**src/rtl/sinogram_fill_scheduler_pkg.sv**
```systemverilog
// rtl/sinogram_fill_scheduler_pkg.sv - shared widths and state encoding for the sinogram fill scheduler
package sinogram_fill_scheduler_pkg;

  localparam int kDefNoOfBanks  = 4;
  localparam int kDefLineSize   = 256;
  localparam int kDefNoOfAngles = 180;
  localparam int kDefDataLength = 16;

  // Sample index within a line, and the angle field carried on req_angle
  localparam int kSLength     = $clog2(kDefLineSize);
  localparam int kAngleLength = 8;

  // Address is {angle, s}: wide enough for any 8-bit angle, so base+s never carries
  localparam int kSinogramAddressLength = kAngleLength + kSLength;

  localparam int kBankIdxLength = (kDefNoOfBanks > 1) ? $clog2(kDefNoOfBanks) : 1;

  typedef enum logic [2:0] {
    S_IDLE   = 3'd0,
    S_LATCH  = 3'd1,
    S_STREAM = 3'd2,
    S_DRAIN  = 3'd3,
    S_DONE   = 3'd4
  } state_t;

endpackage

```
**src/rtl/sinogram_fill_scheduler_if.sv**
```systemverilog
// rtl/sinogram_fill_scheduler_if.sv - request, sinogram-read and filtered-write signal bundle
interface sinogram_fill_scheduler_if;
  import sinogram_fill_scheduler_pkg::*;

  logic [kDefNoOfBanks-1:0]              req;
  logic [kDefNoOfBanks*kAngleLength-1:0] req_angle;
  logic [kDefNoOfBanks-1:0]              ack;
  logic                                  err;
  logic                                  busy;
  logic                                  sg_rd_en;
  logic [kSinogramAddressLength-1:0]     sg_addr;
  logic [kDefDataLength-1:0]             sg_data;
  logic [kDefNoOfBanks-1:0]              fr_wr_en;
  logic [kSLength-1:0]                   fr_wr_addr;
  logic [kDefDataLength-1:0]             fr_wr_data;

  // Scheduler side
  modport master (
    input  req, req_angle, sg_data,
    output ack, err, busy, sg_rd_en, sg_addr, fr_wr_en, fr_wr_addr, fr_wr_data
  );

  // Requester / RAM side
  modport slave (
    output req, req_angle, sg_data,
    input  ack, err, busy, sg_rd_en, sg_addr, fr_wr_en, fr_wr_addr, fr_wr_data
  );

endinterface

```
**src/rtl/sinogram_fill_scheduler_rr_arbiter.sv**
```systemverilog
// rtl/sinogram_fill_scheduler_rr_arbiter.sv - rotating-priority one-hot grant
module rr_arbiter
  import sinogram_fill_scheduler_pkg::*;
#(
  parameter int kNoOfBanks = kDefNoOfBanks
) (
  input  logic [kNoOfBanks-1:0]     req,
  input  logic [kBankIdxLength-1:0] rr_ptr,
  output logic [kNoOfBanks-1:0]     grant
);

  logic                      found;
  logic [kBankIdxLength-1:0] idx;

  // Scan banks starting at rr_ptr; the first requester found wins
  always_comb begin
    grant = '0;
    found = 1'b0;
    idx   = '0;
    for (int k = 0; k < kNoOfBanks; k++) begin
      idx = kBankIdxLength'((int'(rr_ptr) + k) % kNoOfBanks);
      if (!found && req[idx]) begin
        grant[idx] = 1'b1;
        found      = 1'b1;
      end
    end
  end

endmodule

```
**src/rtl/sinogram_fill_scheduler.sv**
```systemverilog
// rtl/sinogram_fill_scheduler.sv - copies one sinogram line per request into a filtered-RAM bank
module sinogram_fill_scheduler
  import sinogram_fill_scheduler_pkg::*;
#(
  parameter int kNoOfBanks  = kDefNoOfBanks,
  parameter int kLineSize   = kDefLineSize,
  parameter int kNoOfAngles = kDefNoOfAngles,
  parameter int kDataLength = kDefDataLength
) (
  input  logic                    clk,
  input  logic                    reset,
  sinogram_fill_scheduler_if.master bus
);

  state_t                            state;
  logic [kBankIdxLength-1:0]         rr_ptr;
  logic [kBankIdxLength-1:0]         winner;
  logic [kBankIdxLength-1:0]         grant_idx;
  logic [kNoOfBanks-1:0]             grant;
  logic [kNoOfBanks-1:0]             winner_oh;
  logic [kSLength-1:0]               s;
  logic [kSinogramAddressLength-1:0] base;
  logic [kSinogramAddressLength-1:0] line_base;
  logic [kAngleLength-1:0]           angle;
  logic [kDataLength-1:0]            wr_data;

  rr_arbiter #(.kNoOfBanks(kNoOfBanks)) u_arb (
    .req    (bus.req),
    .rr_ptr (rr_ptr),
    .grant  (grant)
  );

  // Encode the grant and select the current winner's angle field
  always_comb begin
    grant_idx = '0;
    angle     = '0;
    for (int k = 0; k < kNoOfBanks; k++) begin
      if (grant[k]) grant_idx = kBankIdxLength'(k);
      if (winner == kBankIdxLength'(k)) angle = bus.req_angle[k*kAngleLength +: kAngleLength];
    end
  end

  assign winner_oh = kNoOfBanks'(1) << winner;
  assign line_base = kSinogramAddressLength'(angle) << kSLength;

  // RAM data arrives the cycle after the read, which is exactly the write cycle
  assign wr_data        = bus.sg_data;
  assign bus.fr_wr_data = (|bus.fr_wr_en) ? wr_data : '0;

  // Fill sequencer with registered strobes; writes trail reads by one cycle
  always_ff @(posedge clk) begin
    if (reset) begin
      state          <= S_IDLE;
      rr_ptr         <= '0;
      winner         <= '0;
      s              <= '0;
      base           <= '0;
      bus.ack        <= '0;
      bus.err        <= 1'b0;
      bus.busy       <= 1'b0;
      bus.sg_rd_en   <= 1'b0;
      bus.sg_addr    <= '0;
      bus.fr_wr_en   <= '0;
      bus.fr_wr_addr <= '0;
    end else begin
      bus.ack <= '0;
      bus.err <= 1'b0;
      case (state)
        S_IDLE: begin
          if (|bus.req) begin
            winner   <= grant_idx;
            bus.busy <= 1'b1;
            state    <= S_LATCH;
          end
        end
        S_LATCH: begin
          s <= '0;
          if (int'(angle) >= kNoOfAngles) begin
            bus.ack <= winner_oh;
            bus.err <= 1'b1;
            state   <= S_DONE;
          end else begin
            base         <= line_base;
            bus.sg_rd_en <= 1'b1;
            bus.sg_addr  <= line_base;
            state        <= S_STREAM;
          end
        end
        S_STREAM: begin
          bus.fr_wr_en   <= winner_oh;
          bus.fr_wr_addr <= s;
          if (s == kSLength'(kLineSize - 1)) begin
            bus.sg_rd_en <= 1'b0;
            bus.sg_addr  <= '0;
            state        <= S_DRAIN;
          end else begin
            s           <= s + kSLength'(1);
            bus.sg_addr <= base + kSinogramAddressLength'(s) + kSinogramAddressLength'(1);
          end
        end
        S_DRAIN: begin
          bus.fr_wr_en   <= '0;
          bus.fr_wr_addr <= '0;
          bus.ack        <= winner_oh;
          s              <= '0;
          state          <= S_DONE;
        end
        S_DONE: begin
          bus.busy <= 1'b0;
          rr_ptr   <= (winner == kBankIdxLength'(kNoOfBanks - 1)) ? '0 : winner + kBankIdxLength'(1);
          state    <= S_IDLE;
        end
        default: state <= S_IDLE;
      endcase
    end
  end

endmodule

```
**src/flat_wrapper.sv**
```systemverilog
// flat-port wrapper written by rule: the top's interface ports become plain ports
module sinogram_fill_scheduler_flat import sinogram_fill_scheduler_pkg::*;
#(
  parameter int kNoOfBanks  = kDefNoOfBanks,
  parameter int kLineSize   = kDefLineSize,
  parameter int kNoOfAngles = kDefNoOfAngles,
  parameter int kDataLength = kDefDataLength
)
  (clk, reset, bus_req, bus_req_angle, bus_sg_data, bus_ack, bus_err, bus_busy, bus_sg_rd_en, bus_sg_addr, bus_fr_wr_en, bus_fr_wr_addr, bus_fr_wr_data);
  sinogram_fill_scheduler_if bus_i ();
  input  logic clk;
  input  logic reset;
  input wire logic [$bits(bus_i.req)-1:0] bus_req;
  input wire logic [$bits(bus_i.req_angle)-1:0] bus_req_angle;
  input wire logic [$bits(bus_i.sg_data)-1:0] bus_sg_data;
  output wire logic [$bits(bus_i.ack)-1:0] bus_ack;
  output wire logic [$bits(bus_i.err)-1:0] bus_err;
  output wire logic [$bits(bus_i.busy)-1:0] bus_busy;
  output wire logic [$bits(bus_i.sg_rd_en)-1:0] bus_sg_rd_en;
  output wire logic [$bits(bus_i.sg_addr)-1:0] bus_sg_addr;
  output wire logic [$bits(bus_i.fr_wr_en)-1:0] bus_fr_wr_en;
  output wire logic [$bits(bus_i.fr_wr_addr)-1:0] bus_fr_wr_addr;
  output wire logic [$bits(bus_i.fr_wr_data)-1:0] bus_fr_wr_data;
  assign bus_i.req = bus_req;
  assign bus_i.req_angle = bus_req_angle;
  assign bus_i.sg_data = bus_sg_data;
  assign bus_ack = bus_i.ack;
  assign bus_err = bus_i.err;
  assign bus_busy = bus_i.busy;
  assign bus_sg_rd_en = bus_i.sg_rd_en;
  assign bus_sg_addr = bus_i.sg_addr;
  assign bus_fr_wr_en = bus_i.fr_wr_en;
  assign bus_fr_wr_addr = bus_i.fr_wr_addr;
  assign bus_fr_wr_data = bus_i.fr_wr_data;
  sinogram_fill_scheduler #(.kNoOfBanks(kNoOfBanks), .kLineSize(kLineSize), .kNoOfAngles(kNoOfAngles), .kDataLength(kDataLength)) u_core (.clk(clk), .reset(reset), .bus(bus_i));
endmodule
```
**config.mk**
```make
export PLATFORM = sky130hd
export DESIGN_NAME = sinogram_fill_scheduler_flat
export DESIGN_NICKNAME = d
export VERILOG_FILES = /design/src/rtl/sinogram_fill_scheduler_pkg.sv /design/src/rtl/sinogram_fill_scheduler_if.sv /design/src/rtl/sinogram_fill_scheduler_rr_arbiter.sv /design/src/rtl/sinogram_fill_scheduler.sv /design/src/flat_wrapper.sv
export SDC_FILE = /design/constraint.sdc
export NUM_CORES = 1
export LEC_CHECK = 0
export ABC_AREA = 1
export CORE_ASPECT_RATIO = 1.75
export CORE_MARGIN = 2
export CORE_UTILIZATION = 35
export DETAILED_ROUTE_END_ITERATION = 12
export DONT_BUFFER_PORTS = 1
export PLACE_DENSITY_LB_ADDON = 0.15
export RECOVER_POWER = 100
export SLEW_MARGIN = 20
export SYNTH_ARGS = -nofsm -noshare
export SYNTH_HDL_FRONTEND = slang
export SYNTH_HIERARCHICAL = 1
export SYNTH_SLANG_ARGS = --single-unit
```
**constraint.sdc**
```tcl
create_clock -name clk -period 1.9 [get_ports clk]
set_input_delay 0.095 -clock clk [delete_from_list [all_inputs] [get_ports clk]]
set_output_delay 0.095 -clock clk [all_outputs]
set_load 0.03 [all_outputs]
```
; Word level (Yosys, flattened, before mapping)
; Cells that the tools add are included.
[word_totals]
register_bits = 58
latchBits = 0
mem_bits_rw = 0
mem_bits_ro = 0
input_bits = 54
elab_cells = 124
n_memories = 0
[classes]
n_addsub = 7
multipliers = 0
n_div = 0
order_cmp = 9
n_eq_ne = 12
shifts = 1
muxes = 51
bitwise = 5
reduce_logical = 27
[ops]
columns = op, count
row1 = $mux W16, 3
row2 = $mux W8, 5
row3 = $pmux W16 S2, 1
row4 = $pmux W8 S2, 2
row5 = $mux W4, 5
row6 = $add A16 B1 Y16 const B, 1
row7 = $add A16 B8 Y16, 1
row8 = $mux W1, 16
row9 = $pmux W4 S2, 2
row10 = $lt A2 B3 Y1 const B, 4
row11 = $or A4 B4 Y4, 3
row12 = $pmux W3 S4, 1
row13 = $reduce_and A2 Y1, 6
row14 = $mux W3, 3
row15 = $add A8 B1 Y8 const B, 1
row16 = $bmux W1 S2, 4
row17 = $demux W1 S2, 4
row18 = $eq A8 B8 Y1 const B, 1
row19 = $ge A2 B1 Y1 const B, 4
row20 = $ge A8 B8 Y1 const B, 1
row21 = $reduce_bool A2 Y1, 4
row22 = $reduce_or A4 Y1, 2
row23 = $logic_and A1 B1 Y1, 7
row24 = $eq A3 B2 Y1 const B, 2
row25 = 17 further kinds, 29

; Depth between registers and ports, before layout
; Gate-level depths: netlist of run 1.
[depth]
word_depth = 15
ltp_mapped = 16

; Hierarchy
; Netlist of run 1, hierarchy kept.
[by_module_without_submodules]
columns = module, n_inst, cells_per_inst, area_each_um2
row1 = sinogram_fill_scheduler, 1, 442, 3050.4
row2 = rr_arbiter, 1, 73, 399.1

; Worst setup path after synthesis of run 1
; OpenSTA, ideal clock, no wires.
[synth_timing]
path_kind = register to register
start = register u_core.rr_ptr[0]
end = register u_core.winner[0]
t_arrival_ps = 1822
required_ps = 1765
slack_ps = -57
stages_incl_launch_ff = 13
path_buffers = 0
period_less_slack_ps = 1957
path_cell_list = dfxtp_1 inv_2 ha_1 inv_1 nand3_1 nand2_1 nand2_4 nor2_4 nand2_1 nand3_1 inv_1 a211oi_1 a211oi_1
[synth_between]
word_cells_on_any_way = 50
[synth_rtl]
columns = element, line_no
row1 = "start, declared", sinogram_fill_scheduler.sv:16  ; logic [kBankIdxLength-1:0] rr_ptr;
row2 = "start signal, assigned", sinogram_fill_scheduler.sv:110  ; rr_ptr <= (winner == kBankIdxLength'(kNoOfBanks - 1)) ? '0 : winner + kBankIdxLength'(1);
row3 = "parallel branches: the longest is 11 deep, another holds $lt A2 B3 Y1", -
row4 = $mux W4 *, sinogram_fill_scheduler_rr_arbiter.sv:22  ; if (!found && req[idx]) begin
row5 = net u_core.grant[2], sinogram_fill_scheduler.sv:19  ; logic [kNoOfBanks-1:0] grant;
row6 = $mux W2 * (2 in a row), sinogram_fill_scheduler.sv:38  ; if (grant[k]) grant_idx = kBankIdxLength'(k);
row7 = "end signal, assigned", sinogram_fill_scheduler.sv:71  ; winner <= grant_idx;
row8 = "end, declared", sinogram_fill_scheduler.sv:17  ; logic [kBankIdxLength-1:0] winner;
; Mark *: on every way through the listed nets, which the timed path passes. The select of a mux whose other input is x is not followed.
; A chain may end at the register's enable or synchronous reset.

; Worst setup path in the final report of run 1
[layout_timing]
start = register u_core.winner[0]
end = register u_core.bus.sg_addr[8]
[layout_between]
elab_chain_cells = 8
word_cells_on_any_way = 13
[layout_rtl]
columns = element, line_no
row1 = $logic_not A2 Y1, sinogram_fill_scheduler.sv:39  ; if (winner == kBankIdxLength'(k)) angle = bus.req_angle[k*kAngleLength +: kAngleLength];
row2 = $mux W8 (3 in a row), sinogram_fill_scheduler.sv:39
row3 = $mux W8 *, sinogram_fill_scheduler.sv:39
row4 = $ge A8 B8 Y1, sinogram_fill_scheduler.sv:78  ; if (int'(angle) >= kNoOfAngles) begin
row5 = $ne A2 B2 Y1 (no line), -
row6 = $reduce_and A2 Y1 (no line), -
row7 = "end signal, assigned", sinogram_fill_scheduler.sv:85  ; bus.sg_addr <= line_base;
row8 = "end signal, assigned", sinogram_fill_scheduler.sv:98  ; bus.sg_addr <= base + kSinogramAddressLength'(s) + kSinogramAddressLength'(1);
row9 = "end, declared", sinogram_fill_scheduler_if.sv:20  ; output ack, err, busy, sg_rd_en, sg_addr, fr_wr_en, fr_wr_addr, fr_wr_data
; Mark *: on every way between the ends. The rest lies on a longest branch, timed or not. The select of a mux whose other input is x is not followed.

==> results of run 1 <==
timing repair:
action                                  CTS  global route
gates cloned                              2             0
endpoints found under the setup margin   32            33
resized for setup                        39            31
pin swaps                                 7            12
hold buffers                              1             0
setup buffers                             9             6
endpoints found under the hold margin    41             0
layout by cell type (no fill, tap or decap), drive strengths merged:
master and count:
nand2 135, inv 68, nand3 60, dfxtp 58, nor2 58, a21oi 55
buf 52, clkbuf 17, o21ai 14, ha 11, or2 5, nor3 4
nand3b 4, a21boi 4, nand4 3, a211oi 3, bufinv 2, clkinvlp 2
nor4 2, a32o 2, clkinv 2, a31oi 1, a22o 1, o31ai 1
o22ai 1, a2111oi 1
where the power goes:
part / total [mW] / internal (mW) / leakage [nW] / switching (mW)
clock network: 1.78 / 1.18 / 0.155 / 0.593
logic: 3.48 / 1.40 / 1.30 / 2.07
registers: 1.80 / 1.45 / 0.472 / 0.355
critical path, stage by stage (launching register included):
cell and delay [ns]:
dfxtp_2 0.33, buf_6 0.12, ha_4 0.16, buf_12 0.14, a21oi_4 0.11, nand2_2 0.08
a21boi_4 0.22, nor2_4 0.05, nand3_4 0.09, nand3_4 0.20, buf_6 0.19, nand3b_1 0.07
nand2_1 0.05, nor2_1 0.12
stage by stage:
step / instance area, um^2 / setup WS (ns) / cells / power, mW
after floorplan: 3420 / 0.0487 / 508 / 3.78
after global placement: 3790 / -0.123 / 654 / 4.51
after detailed placement: 3790 / -0.215 / 654 / 4.55
after CTS: 4390 / -0.0592 / 682 / 6.91
after global routing: 4500 / -0.227 / 688 / 7.52
final: 4500 / -0.106 / 688 / 7.05
sequential cells by signal, summed over array words and instances (netlist names):
name,cells
u_core/base,8
u_core/bus.ack,4
u_core/bus.busy,1
u_core/bus.err,1
u_core/bus.fr_wr_addr,8
u_core/bus.fr_wr_en,4
u_core/bus.sg_addr,16
u_core/bus.sg_rd_en,1
u_core/rr_ptr,2
u_core/s,8
u_core/state,3
u_core/winner,2
layer usage:
layer,up-vias,share of wire
met5,-,0
met4,0,0.025
met3,21,0.048
met2,108,0.56
met1,1593,0.36
li1,1745,-
final timing paths:
path                                       start                    end
worst max-delay path            u_core/winner[0]  u_core/bus.sg_addr[8]
worst min-delay path                       reset    u_core/bus.sg_rd_en
worst max register to register  u_core/winner[0]  u_core/bus.sg_addr[8]
worst min register to register   u_core/base[14]        u_core/base[14]
final cells by class:
type / count / area (um^2) / share of cell area
tap: 122 / 153 / 0.0339
inverter: 68 / 270 / 0.0601
sequential: 58 / 1170 / 0.259
clock buffer: 10 / 239 / 0.0531
timing repair buffer: 59 / 503 / 0.112
clock inverter: 6 / 88.8 / 0.0197
multi-input combinational: 365 / 2080 / 0.462
==> results.cfg, run 1 <==
[run_status]
status = finished, violations left
violations = setup timing

[route]
viasPerCell = 5.04
drt-total-wl_um = 10200
dr.pass1.iters = 4
wl_per_cell_um = 14.8
drt_iter0_drc = 108
drc = 0
drtAntennaViolNets = 0
num_vias = 3467

[sta]
setup-tns-final_ns = -1.52
period_minus_slack_ns = 2.01
finalSetupViolCount = 28
clock_skew_ns = 0.00625
drv_slew = 0
worst_pin_slew_ns = 0.565
slew_headroom = 0.622
timing.hold.ws_ns = 0.0573
hold_viol_final = 0
setup_ws_ns = -0.106
rsz0062_at_grt = true
fmax_ghz = 0.499
fin_crit_sh = 1.06

[cts]
htree_levels = 3
cts_buffer_depth = 2
clock_latency_ns = 0.33
root_buffer = clkbuf_16
clk_pin_slew_ns = 0.06
cts_tree = yes
numCtsBuffers = 9
clock-sinks = 58

[floorplanning]
die_y_um = 135
fp.dieArea_mm2 = 0.0106
num_rows = 47
core_mm2 = 0.00947
ios = 105
start_util = 0.361
fp.dieW_um = 78.7

[place]
post-dp-hpwl_um = 7660
gp_congestion = 0.868
portBuffers = 0

[synth]
syn_area_per_cell_um2 = 6.73
syn-num-nets = 573
yosysWarnings = 6
netlist_instances = 508
synth.cell_area_mm2 = 0.00342

[cells_and_area]
area_growth_syn_to_layout_pct = 31.6
final_core_util = 0.475
nets = 626
nFillCells = 968
layout-drive-gt1-share = 0.276
diodes = 0

[critical_path]
startpoint_type = flop
reg2reg_depth = 13
ff2ff_setup_slack_ns = -0.11
worstPathArrival_ns = 2.27
cp.required_ns = 2.17
critPathMaxFanout = 7
criticalPathCategory = flop to flop
end_kind = flop

[grt]
antenna_found_initial = 0
use_met3 = 0.0421
grt_pass1_wl_um = 16400
use_met1 = 0.195
grt_util_met2 = 0.386
grt_max_degree = 42
grt_pass1_vias = 3512
grt_busiest_layer = met2
grt-ovfl-total = 0
grt_usage = 0.198

[power_and_ir_drop]
p_per_area_mw_per_mm2 = 1570
leakage_nw = 1.92
max-vdd-ir-drop_v = 0.000930

[worst_hold_path]
hold_path_class = primary input to flop
holdPathStages = 2

[flow_run]
drv_cap = 0
Power figures use the tool's default switching activity.
==> inputs of run 2 (changes only) <==
--- a/config.mk
+++ b/config.mk
@@ -8,10 +8,9 @@
 export ABC_AREA = 1
 export CORE_ASPECT_RATIO = 1.75
 export CORE_MARGIN = 2
-export CORE_UTILIZATION = 35
+export CORE_UTILIZATION = 30
 export DETAILED_ROUTE_END_ITERATION = 12
 export DONT_BUFFER_PORTS = 1
-export PLACE_DENSITY_LB_ADDON = 0.15
 export RECOVER_POWER = 100
 export SLEW_MARGIN = 20
 export SYNTH_ARGS = -nofsm -noshare
==> results.cfg, run 2 (synthesis results as in run 1) <==
[run_status]
status = finished, violations left
violations = setup timing

[critical_path]
ff2ff_setup_slack_ns = -0.004
r2r_start = u_core/winner[1]
startpoint_type = flop
cp.required_ns = 2.17
timing.rr.end = u_core/state[1]
end_kind = flop
reg2reg_depth = 13
criticalPathCategory = flop to flop
critPathMaxFanout = 6
worstPathArrival_ns = 2.17

[flow_run]
drv_cap = 0

[route]
drt-total-wl_um = 10200
drtAntennaViolNets = 0
drt_iter0_drc = 135
drc = 0
dr.pass1.iters = 6
viasPerCell = 4.94
num_vias = 3461
wl_per_cell_um = 14.6

[power_and_ir_drop]
combPwrFrac = 0.495
seqPwrFrac = 0.261
internal_power_mw = 4.02
switching_power_mw = 2.98
leakage_nw = 1.94
p_sw_frac = 0.426
p_per_area_mw_per_mm2 = 1550
p_clk_frac = 0.244
max-vdd-ir-drop_v = 0.000743

[sta]
rsz0062_at_grt = true
period_minus_slack_ns = 1.90
setup-tns-final_ns = -0.00395
fin_crit_sh = 1.00
drv_slew = 0
setup_ws_ns = -0.00395
finalSetupViolCount = 1
worst_pin_slew_ns = 0.558
slew_headroom = 0.627
fmax_ghz = 0.525
hold_viol_final = 0
clock_skew_ns = 0.00532

[place]
portBuffers = 0
gp_congestion = 0.891
dpl.cell_count = 673
placed_area_mm2 = 0.00386
post-dp-hpwl_um = 7770

[grt]
grt-ovfl-total = 0
grt_max_degree = 42
grt_usage = 0.168
grt_pass1_vias = 3548
grt_pass1_wl_um = 16700
antenna_found_initial = 0

[cells_and_area]
final_core_util = 0.406
fin_cells = 701
layout-drive-gt1-share = 0.274
area_growth_syn_to_layout_pct = 32.0
diodes = 0
nFillCells = 1174
nets = 629
layout_common_cells = nand2_1 (123), inv_1 (55), dfxtp_1 (55), nor2_1 (50), buf_4 (49)
mostFrequentLayoutCell = nand2_1
multiInputGateArea_mm2 = 0.00208
largest_reg_flops = 16
design_area_mm2 = 0.00451
regMostFlops = u_core/bus.sg_addr
seq_area_mm2 = 0.00117

[cts]
numCtsBuffers = 9
clock-sinks = 58
root_buffer = clkbuf_16
clk_pin_slew_ns = 0.05
cts_buffer_depth = 2
clock_latency_ns = 0.33
cts_tree = yes
htree_levels = 3

[worst_hold_path]
hold_end = u_core/state[1]
hold_start = reset
hold_path_class = primary input to flop
holdPathStages = 2

[floorplanning]
fp.dieArea_mm2 = 0.0123
core_mm2 = 0.0111
start_util = 0.308
ios = 105
die_y_um = 145
num_rows = 51
fp.dieW_um = 84.7
-- run 2: changes by cell type in the layout (fill, tap and decap cells not counted), sizes merged --
| cell | delta |
|---|---|
| clkbuf | +1 |
| inv | -1 |
| clkinvlp | -2 |
| buf | +6 |
| clkinv | -1 |
-- run 2: timing repair --
action,CTS,global route
buffers inserted,5,5
cloned,1,0
hold endpoints to repair,41,0
pin swaps,7,3
setup endpoints to repair,32,33
hold buffers,1,0
gates resized for setup,30,44
-- run 2: worst max-delay path: stages, from the launching register on --
cell and delay, ns:
dfxtp_4 0.38, inv_6 0.05, ha_4 0.19, buf_6 0.13, a21oi_2 0.10, nand2_1 0.07
a21boi_2 0.18, nand2_2 0.10, nand3_4 0.10, nand3_4 0.14, nand2_4 0.14, inv_6 0.06
buf_6 0.11, nor2_2 0.08
-- run 2: how the worst max path moves through the flow --
stage,start,end,slack [ns],cells past startpoint
finish,u_core/winner[1],u_core/state[1],-0.004,13
global route,u_core/winner[1],u_core/bus.sg_addr[11],-0.14,13
CTS,u_core/winner[1],u_core/bus.sg_addr[11],-0.006,13
detailed placement,u_core/winner[1],u_core/base[8],-0.22,13
global placement,u_core/winner[1],u_core/bus.sg_addr[7],-0.15,12
floorplan,u_core/rr_ptr[1],u_core/winner[0],0.05,12
-- run 2: cell type report --
class	count	share of cell area
Timing Repair Buffer	62	0.111
Sequential cell	58	0.259
Inverter	68	0.0613
Clock inverter	2	0.0133
Clock buffer	14	0.0563
Multi-Input combinational cell	365	0.462
Tap cell	132	0.0366
-- run 2: power by group through the flow --
stage | logic, mW | registers, mW | clock network (mW)
after floorplan | 1.97 | 1.80 | 0
after global placement | 2.76 | 1.82 | 0
after detailed placement | 2.80 | 1.83 | 0
after CTS | 3.10 | 1.83 | 1.75
after global routing | 3.81 | 1.85 | 1.80
final | 3.46 | 1.82 | 1.71
-- run 2: metrics by stage --
stage	hold slack (ns)	total power, mW	setup slack (ns)
3_5_place_dp	0.166	4.63	-0.221
2_1_floorplan	0.187	3.78	0.0487
4_1_cts	0.0464	6.67	-0.00555
5_1_grt	0.0625	7.46	-0.139
3_3_place_gp	0.164	4.58	-0.154
6_report	0.0540	6.99	-0.00395
-- run 2: per-layer routing --
metal / vias up / share of wire / track usage / routed length (um)
met5: - / 0 / 0 / 0
li1: 1758 / - / - / -
met2: 92 / 0.56 / 0.306 / 5730
met4: 0 / 0.032 / 0.0865 / 325
met3: 20 / 0.046 / 0.0489 / 471
met1: 1591 / 0.36 / 0.168 / 3680
==> inputs of run 3 (changes only) <==
--- a/config.mk
+++ b/config.mk
@@ -6,7 +6,6 @@
 export NUM_CORES = 1
 export LEC_CHECK = 0
 export ABC_AREA = 1
-export CORE_ASPECT_RATIO = 1.75
 export CORE_MARGIN = 2
 export CORE_UTILIZATION = 30
 export DETAILED_ROUTE_END_ITERATION = 12
@@ -17,3 +16,4 @@
 export SYNTH_HDL_FRONTEND = slang
 export SYNTH_HIERARCHICAL = 1
 export SYNTH_SLANG_ARGS = --single-unit
+export TNS_END_PERCENT = 5
==> results.cfg, run 3 (synthesis results as in run 1) <==
[run_status]
status = finished, violations left
violations = setup timing

[grt]
grt_max_degree = 31
grt_pass1_wl_um = 16500
grt_usage = 0.164
grt-ovfl-total = 0
grt_pass1_vias = 3416
antenna_found_initial = 0

[cts]
clk_pin_slew_ns = 0.05
cts_tree = yes
root_buffer = clkbuf_16
clock_latency_ns = 0.32
clock-sinks = 58
numCtsBuffers = 9
cts_buffer_depth = 2
htree_levels = 3

[floorplanning]
fp.dieW_um = 111
start_util = 0.311
num_rows = 38
fp.dieArea_mm2 = 0.0123
core_mm2 = 0.0110
ios = 105
die_y_um = 111

[sta]
drv_slew = 0
fmax_ghz = 0.505
slew_headroom = 0.634
clock_skew_ns = 0.00607
timing.hold.ws_ns = 0.0372
fin_crit_sh = 1.04
rsz0062_at_grt = true
finalSetupViolCount = 25
period_minus_slack_ns = 1.98
hold_viol_final = 0
worst_pin_slew_ns = 0.546
setup-tns-final_ns = -1.42
setup_ws_ns = -0.0820

[route]
wl_per_cell_um = 14.2
drt_iter0_drc = 209
dr.pass1.iters = 4
drc = 0
drtAntennaViolNets = 0
viasPerCell = 4.90
drt-total-wl_um = 10200
num_vias = 3515

[flow_run]
drv_cap = 0

[place]
gp_congestion = 0.855
post-dp-hpwl_um = 7340
place_ws_ns = -0.258
portBuffers = 0
dpl.cell_count = 679
placed_area_mm2 = 0.00388

[cells_and_area]
fin_cells = 717
area_growth_syn_to_layout_pct = 33.2
layout-drive-gt1-share = 0.262
layout_common_cells = nand2_1 (117), inv_1 (55), dfxtp_1 (55), nor2_1 (51), buf_4 (49)
design_area_mm2 = 0.00455
mostFrequentLayoutCell = nand2_1
largest_reg_flops = 16
nFillCells = 1143
final_core_util = 0.414
diodes = 0
nets = 637
regMostFlops = u_core/bus.sg_addr

[critical_path]
cp.required_ns = 2.10
ff2ff_setup_slack_ns = -0.08
startpoint_type = flop
r2r_start = u_core/winner[0]
critPathMaxFanout = 15
timing.rr.end = u_core/bus.sg_addr[7]
worstPathArrival_ns = 2.18
criticalPathCategory = flop to flop
end_kind = flop
reg2reg_depth = 12

[worst_hold_path]
hold_end = u_core/bus.sg_rd_en
holdPathStages = 2
hold_path_class = primary input to flop
hold_start = reset

[power_and_ir_drop]
power.total_mw = 6.85
leakage_nw = 1.99
max-vdd-ir-drop_v = 0.000630
p_per_area_mw_per_mm2 = 1500
-- run 3: changes by cell type in the layout (fill, tap and decap cells not counted), sizes merged --
cell and change:
buf -3, clkbuf -3, bufinv -1, dlygate4sd3 +11, clkinv +3, clkinvlp +1
-- run 3: worst max-delay path by stage --
stage | end | startpoint | cells after the start
floorplan | u_core/winner[0] | u_core/rr_ptr[1] | 12
global placement | u_core/bus.sg_rd_en | u_core/winner[1] | 15
detailed placement | u_core/bus.sg_addr[12] | u_core/winner[0] | 12
CTS | u_core/bus.sg_addr[12] | u_core/winner[0] | 14
global route | u_core/bus.sg_addr[6] | u_core/winner[0] | 12
finish | u_core/bus.sg_addr[7] | u_core/winner[0] | 12
-- run 3: critical path: stages (launching register included) --
cell      delay (ns)
dfxtp_4         0.35
buf_4           0.14
ha_4            0.19
buf_6           0.14
a21oi_2         0.13
nand2_2         0.09
a21boi_4        0.22
nor2_4          0.07
nand3_4         0.08
nand3_4         0.14
buf_12          0.19
nand3_2         0.05
a21oi_1         0.06
-- run 3: timing repair --
item / 4_1_cts / 5_1_grt
hold buffers: 12 / 0
pin swaps: 6 / 9
endpoints found under the setup margin: 32 / 35
hold endpoints to repair: 41 / 0
gates cloned: 1 / 0
buffers inserted: 7 / 2
gates resized for setup: 22 / 34
-- run 3: layer usage --
layer	global-route usage	vias to the layer above	routed length [um]
met5	0	-	0
met1	0.205	1589	4440
li1	-	1765	-
met3	0.0552	17	798
met4	0.0433	0	178
met2	0.269	144	4760
-- run 3: final cells by class --
cell class	instances	area [um^2]	area share
well taps	140	175	0.0385
multi-input cells	365	2050	0.450
inverters	68	265	0.0583
repair buffers	70	587	0.129
flip-flops and latches	58	1170	0.257
clock buffers	11	253	0.0555
clock inverters	5	52.6	0.0115
-- run 3: power breakdown --
| part | internal [mW] | total, mW | leakage [nW] | switching, mW |
|---|---|---|---|---|
| clock | 1.08 | 1.62 | 0.151 | 0.546 |
| combinational | 1.36 | 3.41 | 1.36 | 2.05 |
| sequential | 1.45 | 1.82 | 0.473 | 0.366 |
